`config.mk`:
```
export PLATFORM = sky130hd
export DESIGN_NAME = cache_line_store
export DESIGN_NICKNAME = d
export VERILOG_FILES = /design/src/rtl/cache_pkg.sv /design/src/rtl/cache_word_reg.sv /design/src/rtl/cache_line_store.sv
export SDC_FILE = /design/constraint.sdc
export NUM_CORES = 1
export LEC_CHECK = 0
export BUFFER_PORTS_ARGS = -buffer_cell sky130_fd_sc_hd__clkbuf_2
export CAP_MARGIN = 20
export CORE_UTILIZATION = 50
export DETAILED_ROUTE_END_ITERATION = 10
export GPL_ROUTABILITY_DRIVEN = 0
export PLACE_DENSITY_LB_ADDON = 0.12
export SYNTH_ARGS = -nofsm -noshare
export SYNTH_HDL_FRONTEND = slang
export SYNTH_SLANG_ARGS = --single-unit
```
`constraint.sdc`:
```
create_clock -name clk -period 7.1 [get_ports clk]
set_input_delay 1.775 -clock clk [delete_from_list [all_inputs] [get_ports clk]]
set_output_delay 1.775 -clock clk [all_outputs]
set_load 0.03 [all_outputs]
```
`src/rtl/cache_pkg.sv`:
```
// rtl/cache_pkg.sv - shared types and default widths for cache line storage
// Purpose: line refill state encoding plus way-level default geometry.
// Contents: line_state_e {IDLE, FILL, DONE}; DEFAULT_DATA_W, DEFAULT_TAG_W, DEFAULT_WORDS.
package cache_pkg;

  typedef enum logic [1:0] {
    IDLE = 2'd0,
    FILL = 2'd1,
    DONE = 2'd2
  } line_state_e;

  localparam int DEFAULT_DATA_W = 32;
  localparam int DEFAULT_TAG_W  = 24;
  localparam int DEFAULT_WORDS  = 4;

endpackage

```
`src/rtl/cache_word_reg.sv`:
```
// rtl/cache_word_reg.sv - one storage word with per-byte write enables
// Purpose: DATA_W-bit register, each byte lane written when its enable is set.
// Ports:
//   clk_i    in   clock, rising edge
//   reset_i  in   asynchronous active-high reset, clears word to 0
//   be_i     in   DATA_W/8 byte write enables
//   wdata_i  in   DATA_W write data
//   q_o      out  DATA_W stored word
module cache_word_reg #(
  parameter int DATA_W = 32
) (
  input  logic                  clk_i,
  input  logic                  reset_i,
  input  logic [DATA_W/8-1:0]   be_i,
  input  logic [DATA_W-1:0]     wdata_i,
  output logic [DATA_W-1:0]     q_o
);

  logic [DATA_W-1:0] word_q;

  always_ff @(posedge clk_i or posedge reset_i) begin
    if (reset_i) begin
      word_q <= '0;
    end else begin
      for (int b = 0; b < DATA_W / 8; b++) begin
        if (be_i[b]) begin
          word_q[b*8 +: 8] <= wdata_i[b*8 +: 8];
        end
      end
    end
  end

  assign q_o = word_q;

endmodule

```
`src/rtl/cache_line_store.sv`:
```
// rtl/cache_line_store.sv - one cache line: word storage, tag, valid, dirty, burst refill
// Purpose: WORDS x DATA_W line with byte-enable CPU writes and an in-order refill engine.
// Ports:
//   clk, reset                    clock and asynchronous active-high reset
//   sel                           set-decoder select; gates every command
//   cpu_wr/cpu_be/cpu_idx/cpu_wdata  CPU byte-enable write
//   cpu_rdata                     registered read of word[cpu_idx], 1-cycle latency
//   fill_start/fill_tag           begin refill and latch tag
//   fill_valid/fill_data/fill_ready  refill word handshake
//   fill_done                     one-cycle pulse when refill completes
//   invalidate                    clear valid/dirty and abort refill
//   tag_out/valid_out/dirty_out/busy  line status
module cache_line_store
  import cache_pkg::*;
#(
  parameter int DATA_W = DEFAULT_DATA_W,
  parameter int WORDS  = DEFAULT_WORDS,
  parameter int TAG_W  = DEFAULT_TAG_W
) (
  input  logic                        clk,
  input  logic                        reset,
  input  logic                        sel,
  input  logic                        cpu_wr,
  input  logic [DATA_W/8-1:0]         cpu_be,
  input  logic [$clog2(WORDS)-1:0]    cpu_idx,
  input  logic [DATA_W-1:0]           cpu_wdata,
  output logic [DATA_W-1:0]           cpu_rdata,
  input  logic                        fill_start,
  input  logic [TAG_W-1:0]            fill_tag,
  input  logic                        fill_valid,
  input  logic [DATA_W-1:0]           fill_data,
  output logic                        fill_ready,
  output logic                        fill_done,
  input  logic                        invalidate,
  output logic [TAG_W-1:0]            tag_out,
  output logic                        valid_out,
  output logic                        dirty_out,
  output logic                        busy
);

  localparam int IDX_W = $clog2(WORDS);
  localparam int BE_W  = DATA_W / 8;

  line_state_e          state_q;
  logic [IDX_W-1:0]     cnt_q;
  logic [TAG_W-1:0]     tag_q;
  logic                 valid_q;
  logic                 dirty_q;
  logic                 done_q;
  logic [DATA_W-1:0]    rdata_q;

  logic [DATA_W-1:0]    word_val [WORDS];

  logic                 inv_cmd;
  logic                 start_cmd;
  logic                 fill_acc;
  logic                 cpu_we;

  // Command arbitration: invalidate beats fill_start beats cpu_wr.
  always_comb begin
    inv_cmd   = sel & invalidate;
    start_cmd = sel & fill_start & (state_q == IDLE) & ~inv_cmd;
    fill_acc  = sel & fill_valid & (state_q == FILL) & ~inv_cmd;
    cpu_we    = sel & cpu_wr & (state_q == IDLE) & valid_q & ~fill_start & ~inv_cmd;
  end

  // Per-word write-enable mux: a refill word owns the whole word, a CPU write only its enabled bytes.
  for (genvar w = 0; w < WORDS; w++) begin : g_word
    logic [BE_W-1:0]   be_w;
    logic [DATA_W-1:0] wdata_w;

    always_comb begin
      be_w    = '0;
      wdata_w = cpu_wdata;
      if (fill_acc && (cnt_q == IDX_W'(w))) begin
        be_w    = '1;
        wdata_w = fill_data;
      end else if (cpu_we && (cpu_idx == IDX_W'(w))) begin
        be_w    = cpu_be;
      end
    end

    cache_word_reg #(
      .DATA_W (DATA_W)
    ) u_word (
      .clk_i   (clk),
      .reset_i (reset),
      .be_i    (be_w),
      .wdata_i (wdata_w),
      .q_o     (word_val[w])
    );
  end

  always_ff @(posedge clk or posedge reset) begin
    if (reset) begin
      state_q <= IDLE;
      cnt_q   <= '0;
      tag_q   <= '0;
      valid_q <= 1'b0;
      dirty_q <= 1'b0;
      done_q  <= 1'b0;
      rdata_q <= '0;
    end else begin
      done_q <= 1'b0;
      // Reads sample storage before this edge's writes land, so read+write returns old data.
      if (sel) begin
        rdata_q <= word_val[cpu_idx];
      end
      if (inv_cmd) begin
        // Words already written and the tag are left as they are.
        valid_q <= 1'b0;
        dirty_q <= 1'b0;
        cnt_q   <= '0;
        state_q <= IDLE;
      end else begin
        case (state_q)
          IDLE: begin
            if (start_cmd) begin
              tag_q   <= fill_tag;
              valid_q <= 1'b0;
              dirty_q <= 1'b0;
              cnt_q   <= '0;
              state_q <= FILL;
            end else if (cpu_we) begin
              dirty_q <= 1'b1;
            end
          end
          FILL: begin
            if (fill_acc) begin
              cnt_q <= cnt_q + 1'b1;
              if (cnt_q == IDX_W'(WORDS - 1)) begin
                state_q <= DONE;
              end
            end
          end
          DONE: begin
            valid_q <= 1'b1;
            dirty_q <= 1'b0;
            done_q  <= 1'b1;
            state_q <= IDLE;
          end
          default: begin
            state_q <= IDLE;
          end
        endcase
      end
    end
  end

  assign cpu_rdata  = rdata_q;
  assign fill_ready = (state_q == FILL);
  assign fill_done  = done_q;
  assign tag_out    = tag_q;
  assign valid_out  = valid_q;
  assign dirty_out  = dirty_q;
  assign busy       = (state_q != IDLE);

endmodule
```
# == Yosys cells after proc, flatten, opt, wreduce, memory -nomap -nowiden ==
# Cells that the tools add are included.
# classes
addsub,1
n_lt_le_gt_ge,1
n_eq_ne,12
n_mux,33
bitwise_logic,15
n_reduce_logical,19
# ops
operator,n
2-to-1 mux 32 bit,6
binary-select mux 32 bit (select 2 bit),1
2-to-1 mux 4 bit,8
2-to-1 mux 2 bit,7
bitwise AND 1 bit,12
"equality test 2 bit, second input constant",5
AND reduction 3 bit,3
logical AND 1 bit,8
case mux 2 bit (2 select lines),2
2-to-1 mux 1 bit,7
"equality test 2 x 1 -> 1 bit, second input constant",3
logical NOT 2 bit,3
"inequality test 3 x 1 -> 1 bit, second input constant",2
nonzero test 3 bit,2
"inequality test 4 bit, second input constant",1
case mux 1 bit (2 select lines),2
AND reduction 2 bit,2
"greater-or-equal comparator 3 bit, second input constant",1
"inequality test 3 bit, second input constant",1
inverter 2 -> 3 bit,1
"adder 2 x 1 -> 2 bit, second input constant",1
inverter 1 bit,2
nonzero test 2 bit,1
# totals
reg_bits,191
in_bits,101

# == Logic depth before layout (Yosys ltp) ==
# Gate-level depths: netlist of the first run.
# depth
ltp_word,9
depth_mapped,8
depth_no_buf,5

# == Modules after synthesis ==
# Synthesis of the first run repeated with hierarchy kept, for this count alone.
# hier_totals
hier_cells,644
area_unflattened_um2,10298.6
# modules_own_cells
mod,n_inst,cells_each,area_each_um2
cache_word_reg,4,69,1330.0
cache_line_store,1,368,4978.5

# == Worst setup path before layout of the first run ==
# Ideal clock, no wire load.
# synth_timing
path_type,input -> register
start,input invalidate
end,register g_word[3].u_word.word_q[24]
t_arrival_ns,3.197
required_ns,6.975
slack_ns,3.778
stages,8
n_path_buf,4
cell_sequence,buf_6 and4bb_1 buf_6 nand3_2 buf_6 buf_6 mux2_4 mux2_4
# synth_via
elab_chain_cells,6
word_cells_on_any_way,9
cone_classes,3 x mux; 4 x bitwise; 2 x reduce/logical
# synth_rtl
element,line_no,rtl
start: declaration,cache_line_store.sv:34,"input logic invalidate,"
bitwise AND 1 bit (*),cache_line_store.sv:61,inv_cmd = sel & invalidate;
inverter 1 bit (no source line) (*),--,
bitwise AND 1 bit,cache_line_store.sv:64,cpu_we = sel & cpu_wr & (state_q == IDLE) & valid_q & ~fill_start & ~inv_cmd;
logical AND 1 bit,cache_line_store.sv:78,end else if (cpu_we && (cpu_idx == IDX_W'(w))) begin
2-to-1 mux 4 bit,cache_line_store.sv:78,
2-to-1 mux 4 bit,cache_line_store.sv:75,if (fill_acc && (cnt_q == IDX_W'(w))) begin
end signal: indexed assignment,cache_word_reg.sv:27,word_q[b*8 +: 8] <= wdata_i[b*8 +: 8];
end: declaration,cache_word_reg.sv:19,logic [DATA_W-1:0] word_q;
# Mark *: on every way between the ends. The rest lies on a longest branch, timed or not.
# A chain may end at the register's enable or synchronous reset.

# == Worst setup path after layout of the first run ==
# layout_timing
start,input sel
end,register g_word[3].u_word.word_q[8]
# layout_via
elab_chain_cells,8
word_cells_on_any_way,15
cone_classes,3 x mux; 10 x bitwise; 2 x reduce/logical
# layout_rtl
element,line_no,rtl
start: declaration,cache_line_store.sv:22,"input logic sel,"
bitwise AND 1 bit (5 in series),cache_line_store.sv:64,
logical AND 1 bit,cache_line_store.sv:78,
2-to-1 mux 4 bit,cache_line_store.sv:78,
2-to-1 mux 4 bit,cache_line_store.sv:75,
# Parallel ways exist; a longest one is shown, timed or not.

==> metrics.cfg, run 1 <==
[outcome]
status = finished clean

[floorplanning]
core-area_sq_um = 19400
die_h_um = 143
io_pins = 162
die_w_um = 143
die-area_sq_um = 20300
initial_core_util = 0.509
rows = 51

[worst_hold_path]
holdCritPathClass = reg -> reg
min_from = g_word[1].u_word.q_o[8]

[layout]
drive_gt1_frac = 0.678
finalNonFillerCells = 1064
nFillCells = 1631
area_growth_syn_to_layout_pct = 15.9
fin_nets = 891
diodes = 0

[flow_run]
cap_viol_max_count = 0

[worst_setup_path]
crit_arrival_ns = 4.73
crit_chain = clkbuf_2 > buf_4 > and4bb_1 > nand3_2 > buf_4 > o21ai_2 > mux2_2
crit_family = simple AND/OR/NAND/NOR gates
crit_path_start = sel
critPathRequiredTime_ns = 7.41
startpoint_type = input pin
cp_max_fo = 39
slowest_delay_ns = 0.72
r2r-start = state_q[1]
crit_type = in -> reg
cp-end-kind = register
critical_path.slowest_cell = nand3_2
cpMostUsedCell = buf_4
crit_buf_inv = 3

[routing]
num_vias = 6026
ant_nets = 0
viasPerCell = 5.66
first_iter_violations = 325
wire_per_inst_um = 21.4
drc = 0
wirelength_um = 22700
drtPass1Iterations = 6

[cts]
clock_latency_ns = 0.43
cts_hold_buf = 0
cts_sinks = 191
cts_resized = 0
postCtsSetupBuffers = 0
clockBufferDepth = 2
cts-buffers-inserted = 17
cts-root-buf = clkbuf_16
clk_pin_slew_ns = 0.06
cts_tree = done
htree_levels = 4

[power_and_ir_drop]
p_per_area_nw_per_um2 = 262
p_sw_w = 0.000863
p_int_w = 0.00213
p_sw_frac = 0.288
p_clk_frac = 0.340
peakVddDrop_mv = 0.153
pwr-share-comb = 0.207
seqPwrFrac = 0.453
p_leak_nw = 5.51

[global_routing]
grt_usage = 0.239
antenna_found_initial = 0
overflow = 0
grt_pass1_vias = 6408
grt_pass1_wl_um = 36200
grt_max_degree = 120

[synthesis]
syn_nets = 740
syn_inst = 635
avgSynthCellArea_sq_um = 15.5
ys_types = 36
synth_edf_count = 0
synthFlopType = dfrtp_1
async_reset_ff_frac = 1.00
yosys_warnings = 0
synthTopCellsByArea = dfrtp_1, mux2_2, mux4_2, mux2_4, mux2_1
synth_common_cells = mux2_2, dfrtp_1, mux4_2
ys_seq_area_frac = 0.484
synth_most_common_cell = mux2_2
ys_ff_latch = 191
yosysTopAreaCellShare = 0.484
syn_area_sq_um = 9870
yosysTopAreaCell = dfrtp_1

[timing]
min_period_over_period = 0.623
maxSlewHeadroom = 0.361
setup_violations = 0
fin_tns_setup_ns = 0
rsz0062_at_grt = no
period_needed_ns = 4.42
finalHoldViolCount = 0
tightest_slew_ns = 0.959
max_freq_mhz = 226
final.setup_skew_ns = 0.00974
slew_violations = 0

[place]
hpwlAfterDp_um = 14800
placement.io_buffers = 161
placed_cells_incl_taps = 1032

-- layer usage --
metal | wire length (um) | GRT usage | vias to the layer above
met3 | 896 | 0.0491 | 32
met1 | 9770 | 0.304 | 3165
met4 | 473 | 0.0821 | 0
met5 | 0 | 0 | -
li1 | - | - | 2681
met2 | 11600 | 0.406 | 148
-- cell type report --
class                      instances  area [sq um]  area share
tap                              265           332      0.0290
clock inverter                    12           173      0.0151
inverter                           8          37.5     0.00328
clock buffer                      20           447      0.0391
sequential                       191          4780       0.418
timing repair buffer             167           858      0.0751
multi-input combinational        401          4810       0.421
-- state kept, by name (all words and copies together) (netlist names) --
name and cells:
cnt_q 2, state_q 2, valid_out 1, fill_done 1, dirty_out 1, cpu_rdata 32, g_word.u_word.q_o 128, tag_out 24
-- power by group through the flow --
stage                     combinational (W)  clock (W)  sequential, W
after floorplan                    0.000313          0        0.00149
after global placement             0.000608          0        0.00136
after detailed placement           0.000627          0        0.00138
after CTS                          0.000628    0.00104        0.00136
after global routing               0.000665    0.00109        0.00138
final                              0.000620    0.00102        0.00136
-- kinds of logic (layout without fill, tap and decap cells) --
group | Yosys count | count (layout) | share of synthesized area
compound gates | 24 | 24 | 0.0210
fa+ha+maj | 4 | 4 | 0.00507
buf+inv | 43 | 207 | 0.0288
flops | 191 | 191 | 0.484
mux | 345 | 345 | 0.440
simple gates | 28 | 28 | 0.0210
-- path summary, 6_finish.rpt --
kind,to,slack (ns),depth (start not counted)
hold reg to reg,g_word[1].u_word.q_o[8],0.50,1
hold / removal,g_word[1].u_word.q_o[8],0.50,1
setup / recovery,g_word[3].u_word.q_o[8],2.68,7
max in group asynchronous,g_word[3].u_word.q_o[11],4.05,3
setup reg to reg,g_word[3].u_word.q_o[8],4.13,5
min in group asynchronous,tag_out[8],1.44,2
-- placed cells by master (no fill, tap or decap), drive strengths merged --
cell type  netlist  routed
clkinvlp         0       1
mux4            32      32
and4b            1       1
clkinv           0       1
a21o             1       1
o21ai           18      18
nand4            1       1
nand3            5       5
a21oi            2       2
nand2b           5       5
nand4b           2       2
and4bb           1       1
nor2             7       7
mux2           306     306
and3             1       1
nor2b            2       2
buf             30       6
inv              8      15
a31o             1       1
ha               4       4
dfrtp          191     191
bufinv           0       3
nand3b           1       1
nand2            2       2
mux2i            7       7
a31oi            1       1
clkbuf           5     181
a32o             1       1
-- stage by stage --
step,util,hold WS (ns),area [sq um],total power [W],setup WS [ns]
after floorplan,-,0.475,9870,0.00181,0.126
after global placement,0.557,0.485,10800,0.00197,2.27
after detailed placement,0.558,0.487,10800,0.00200,2.20
after CTS,0.590,0.505,11400,0.00302,2.67
after global routing,0.590,0.517,11400,0.00313,2.57
final,0.590,0.503,11400,0.00300,2.68
Note: power is estimated with default switching activity, not from simulation.
==> run 2, diff against run 1 <==
--- a/config.mk
+++ b/config.mk
@@ -5,6 +5,7 @@
 export SDC_FILE = /design/constraint.sdc
 export NUM_CORES = 1
 export LEC_CHECK = 0
+export ABC_AREA = 1
 export BUFFER_PORTS_ARGS = -buffer_cell sky130_fd_sc_hd__clkbuf_2
 export CAP_MARGIN = 20
 export CORE_UTILIZATION = 50
==> constraint.sdc (replaced) <==
create_clock -name clk -period 4.44 [get_ports clk]
set_input_delay 1.11 -clock clk [delete_from_list [all_inputs] [get_ports clk]]
set_output_delay 1.11 -clock clk [all_outputs]
set_load 0.03 [all_outputs]
==> run 2 against run 1 <==
  * Die area is 5.9% higher
  * Clock skew shrank 0.0016 ns
  * Non-clock buffer count grew 14
  * Combinational power increased by 58%
  * Critical endpoint is now g_word[2].u_word.q_o[10]
  * Worst setup slack got worse by 1.0 ns
  * Register-to-register slack worse by 1.9 ns
  * Flip-flop and latch count is the same
  * Critical path type unchanged
  * Clock power up 49%
  * Total power up 57%
  * Critical path depth is 1 higher
==> metrics.cfg, run 2 <==
[worst_setup_path]
crit_path_start = sel  ; unchanged
crit_arrival_ns = 3.11  ; was 4.73 ns
crit_type = in -> reg  ; unchanged
r2r-start = state_q[1]  ; unchanged
cp-end-kind = register  ; unchanged
startpoint_type = input pin  ; unchanged
cp_max_fo = 68  ; was 39
critPathRequiredTime_ns = 4.77  ; was 7.41 ns
slowest_delay_ns = 0.63  ; was 0.72 ns
critical_path.slowest_cell = buf_4  ; was nand3_2
crit_chain = clkbuf_2 > buf_4 > nand2_2 > nand3_2 > buf_4 > nand2_2 > nand2_1 > nand2_1  ; was clkbuf_2 > buf_4 > and4bb_1 > nand3_2 > buf_4 > o21ai_2 > mux2_2

[routing]
drc = 0  ; unchanged
first_iter_violations = 898  ; was 325
drtPass1Iterations = 5  ; was 6
viasPerCell = 5.59  ; was 5.66
wirelength_um = 30500  ; was 22700 um
wire_per_inst_um = 17.0  ; was 21.4 um
num_vias = 10100  ; was 6026
ant_nets = 0  ; unchanged

[synthesis]
synth_edf_count = 0  ; unchanged
async_reset_ff_frac = 1.00  ; unchanged
synth_most_common_cell = nand2_1  ; was mux2_2
syn_nets = 1506  ; was 740
ys_types = 30  ; was 36
yosysTopAreaCell = dfrtp_1  ; unchanged
synthTopCellsByArea = dfrtp_1, nand2_1, nand3_1, clkbuf_1, nand4_4  ; was dfrtp_1, mux2_2, mux4_2, mux2_4, mux2_1
syn_inst = 1401  ; was 635
avgSynthCellArea_sq_um = 7.47  ; was 15.5 sq um
yosysTopAreaCellShare = 0.457  ; was 0.484
synthFlopType = dfrtp_1  ; unchanged
ys_ff_latch = 191  ; unchanged
synth_common_cells = nand2_1, nand3_1, dfrtp_1  ; was mux2_2, dfrtp_1, mux4_2
ys_seq_area_frac = 0.457  ; was 0.484
syn_area_sq_um = 10500  ; was 9870 sq um
yosys_warnings = 0  ; unchanged

[layout]
largest_reg_flops = 128  ; unchanged
fin_nets = 1622  ; was 891
final_util = 0.590  ; about the same
area_growth_syn_to_layout_pct = 14.8  ; was 15.9%
drive_gt1_frac = 0.172  ; was 0.678
finalNonFillerCells = 1800  ; was 1064
final_common_cell = nand2_1  ; was mux2_2
mostFrequentLayoutCells = nand2_1, nand3_1, dfrtp_1, clkbuf_2, inv_1  ; was mux2_2, dfrtp_1, clkbuf_2, mux4_2, mux2_4
diodes = 0  ; unchanged

[flow_run]
cap_viol_max_count = 0  ; unchanged

[timing]
finalHoldViolCount = 0  ; unchanged
min_period_over_period = 0.626
rsz0062_at_grt = no  ; unchanged
maxSlewHeadroom = 0.346  ; was 0.361
final.setup_skew_ns = 0.00811  ; was 0.00974 ns
slew_violations = 0  ; unchanged
max_freq_mhz = 360
period_needed_ns = 2.78
tightest_slew_ns = 0.979  ; was 0.959 ns
fin_tns_setup_ns = 0  ; unchanged
setup_violations = 0  ; unchanged

[cts]
cts_resized = 0  ; unchanged
cts_hold_buf = 0  ; unchanged
htree_levels = 4  ; unchanged
postCtsSetupBuffers = 0  ; unchanged
cts-root-buf = clkbuf_16  ; unchanged
cts-buffers-inserted = 17  ; unchanged
cts_sinks = 191  ; unchanged
clk_pin_slew_ns = 0.07  ; was 0.06 ns
cts_tree = done  ; unchanged
clock_latency_ns = 0.44  ; was 0.43 ns
clockBufferDepth = 2  ; unchanged

[floorplanning]
die-area_sq_um = 21500  ; was 20300 sq um
io_pins = 162  ; unchanged
die_w_um = 147  ; was 143 um
rows = 52  ; was 51
die_h_um = 147  ; was 143 um
core-area_sq_um = 20400  ; was 19400 sq um
initial_core_util = 0.514  ; was 0.509

[worst_hold_path]
holdCritPathClass = reg -> reg  ; unchanged
min_from = tag_out[13]  ; was g_word[1].u_word.q_o[8]

[power_and_ir_drop]
peakVddDrop_mv = 0.277  ; was 0.153 mV
p_leak_nw = 6.61  ; was 5.51 nW
p_per_area_nw_per_um2 = 391  ; was 262 nW/um^2

[place]
placed_cells_incl_taps = 1768  ; was 1032
hpwlAfterDp_um = 19300  ; was 14800 um
placement.io_buffers = 161  ; unchanged

[outcome]
status = finished clean  ; unchanged

[global_routing]
grt_pass1_wl_um = 50200  ; was 36200 um
grt_max_degree = 131  ; was 120
antenna_found_initial = 1  ; was 0
overflow = 0  ; unchanged
grt_pass1_vias = 9356  ; was 6408
grt_usage = 0.296  ; was 0.239

[run 2: cell count changes after synthesis, sizes merged, moves of 20 or more]
cell    change
o21ai      +21
mux2      -306
a22oi      +20
nand4      +20
mux4       -32
nor2       +20
nand2     +658
inv        +44
nand3     +259
clkbuf     +47
[run 2: cell type report]
| class | count | area (sq um) |
|---|---|---|
| fill | 1930 | 8360 |
| multi-input combinational | 1074 | 5080 |
| sequential | 191 | 4780 |
| timing repair buffer | 181 | 1030 |
| clock buffer | 17 | 425 |
| tap | 270 | 338 |
| inverter | 52 | 199 |
| clock inverter | 15 | 150 |
[run 2: stage by stage]
stage | instance area, sq um | setup WS, ns | total power (W) | hold slack (ns)
after floorplan | 10500 | 0.868 | 0.00285 | 0.470
after global placement | 11400 | 1.25 | 0.00317 | 0.467
after detailed placement | 11400 | 1.24 | 0.00320 | 0.473
after CTS | 12000 | 1.68 | 0.00472 | 0.491
after global routing | 12000 | 1.48 | 0.00493 | 0.520
final | 12000 | 1.66 | 0.00469 | 0.484
[run 2: kinds of logic after synthesis]
family / count (synthesis) / synth area share
simple gates: 972 / 0.417
flops: 191 / 0.457
buf+inv: 136 / 0.0575
compound gates: 98 / 0.0633
fa+ha+maj: 4 / 0.00478
[run 2: path summary, 6_finish.rpt]
kind                                            end  slack, ns  depth (start not counted)
hold / removal                          tag_out[13]       0.48                          2
setup reg to reg           g_word[2].u_word.q_o[10]       2.28                          7
max in group asynchronous  g_word[1].u_word.q_o[17]       2.94                          4
hold reg to reg                         tag_out[13]       0.48                          2
setup / recovery           g_word[2].u_word.q_o[10]       1.66                          8
min in group asynchronous                state_q[1]       0.61                          2
[run 2: layer usage]
layer | track usage | part of all wire | up-vias
li1 | - | - | 4815
met1 | 0.427 | 0.46 | 4764
met2 | 0.455 | 0.45 | 436
met3 | 0.0544 | 0.080 | 41
met4 | 0.0807 | 0.015 | 2
met5 | 0 | 0.00036 | -
[run 2: power by group]
group	leakage [nW]	switching, W	total, W	internal (W)
clock network	0.275	0.000733	0.00152	0.000791
logic	3.80	0.000660	0.000981	0.000321
registers	2.54	0.000160	0.00219	0.00203
total	6.61	0.00155	0.00469	0.00314
[run 2: worst max-delay path, delay by kind of cell]
| family | cells | cell delay (ns) |
|---|---|---|
| simple gates | 5 | 0.82 |
| buf+inv | 3 | 1.12 |
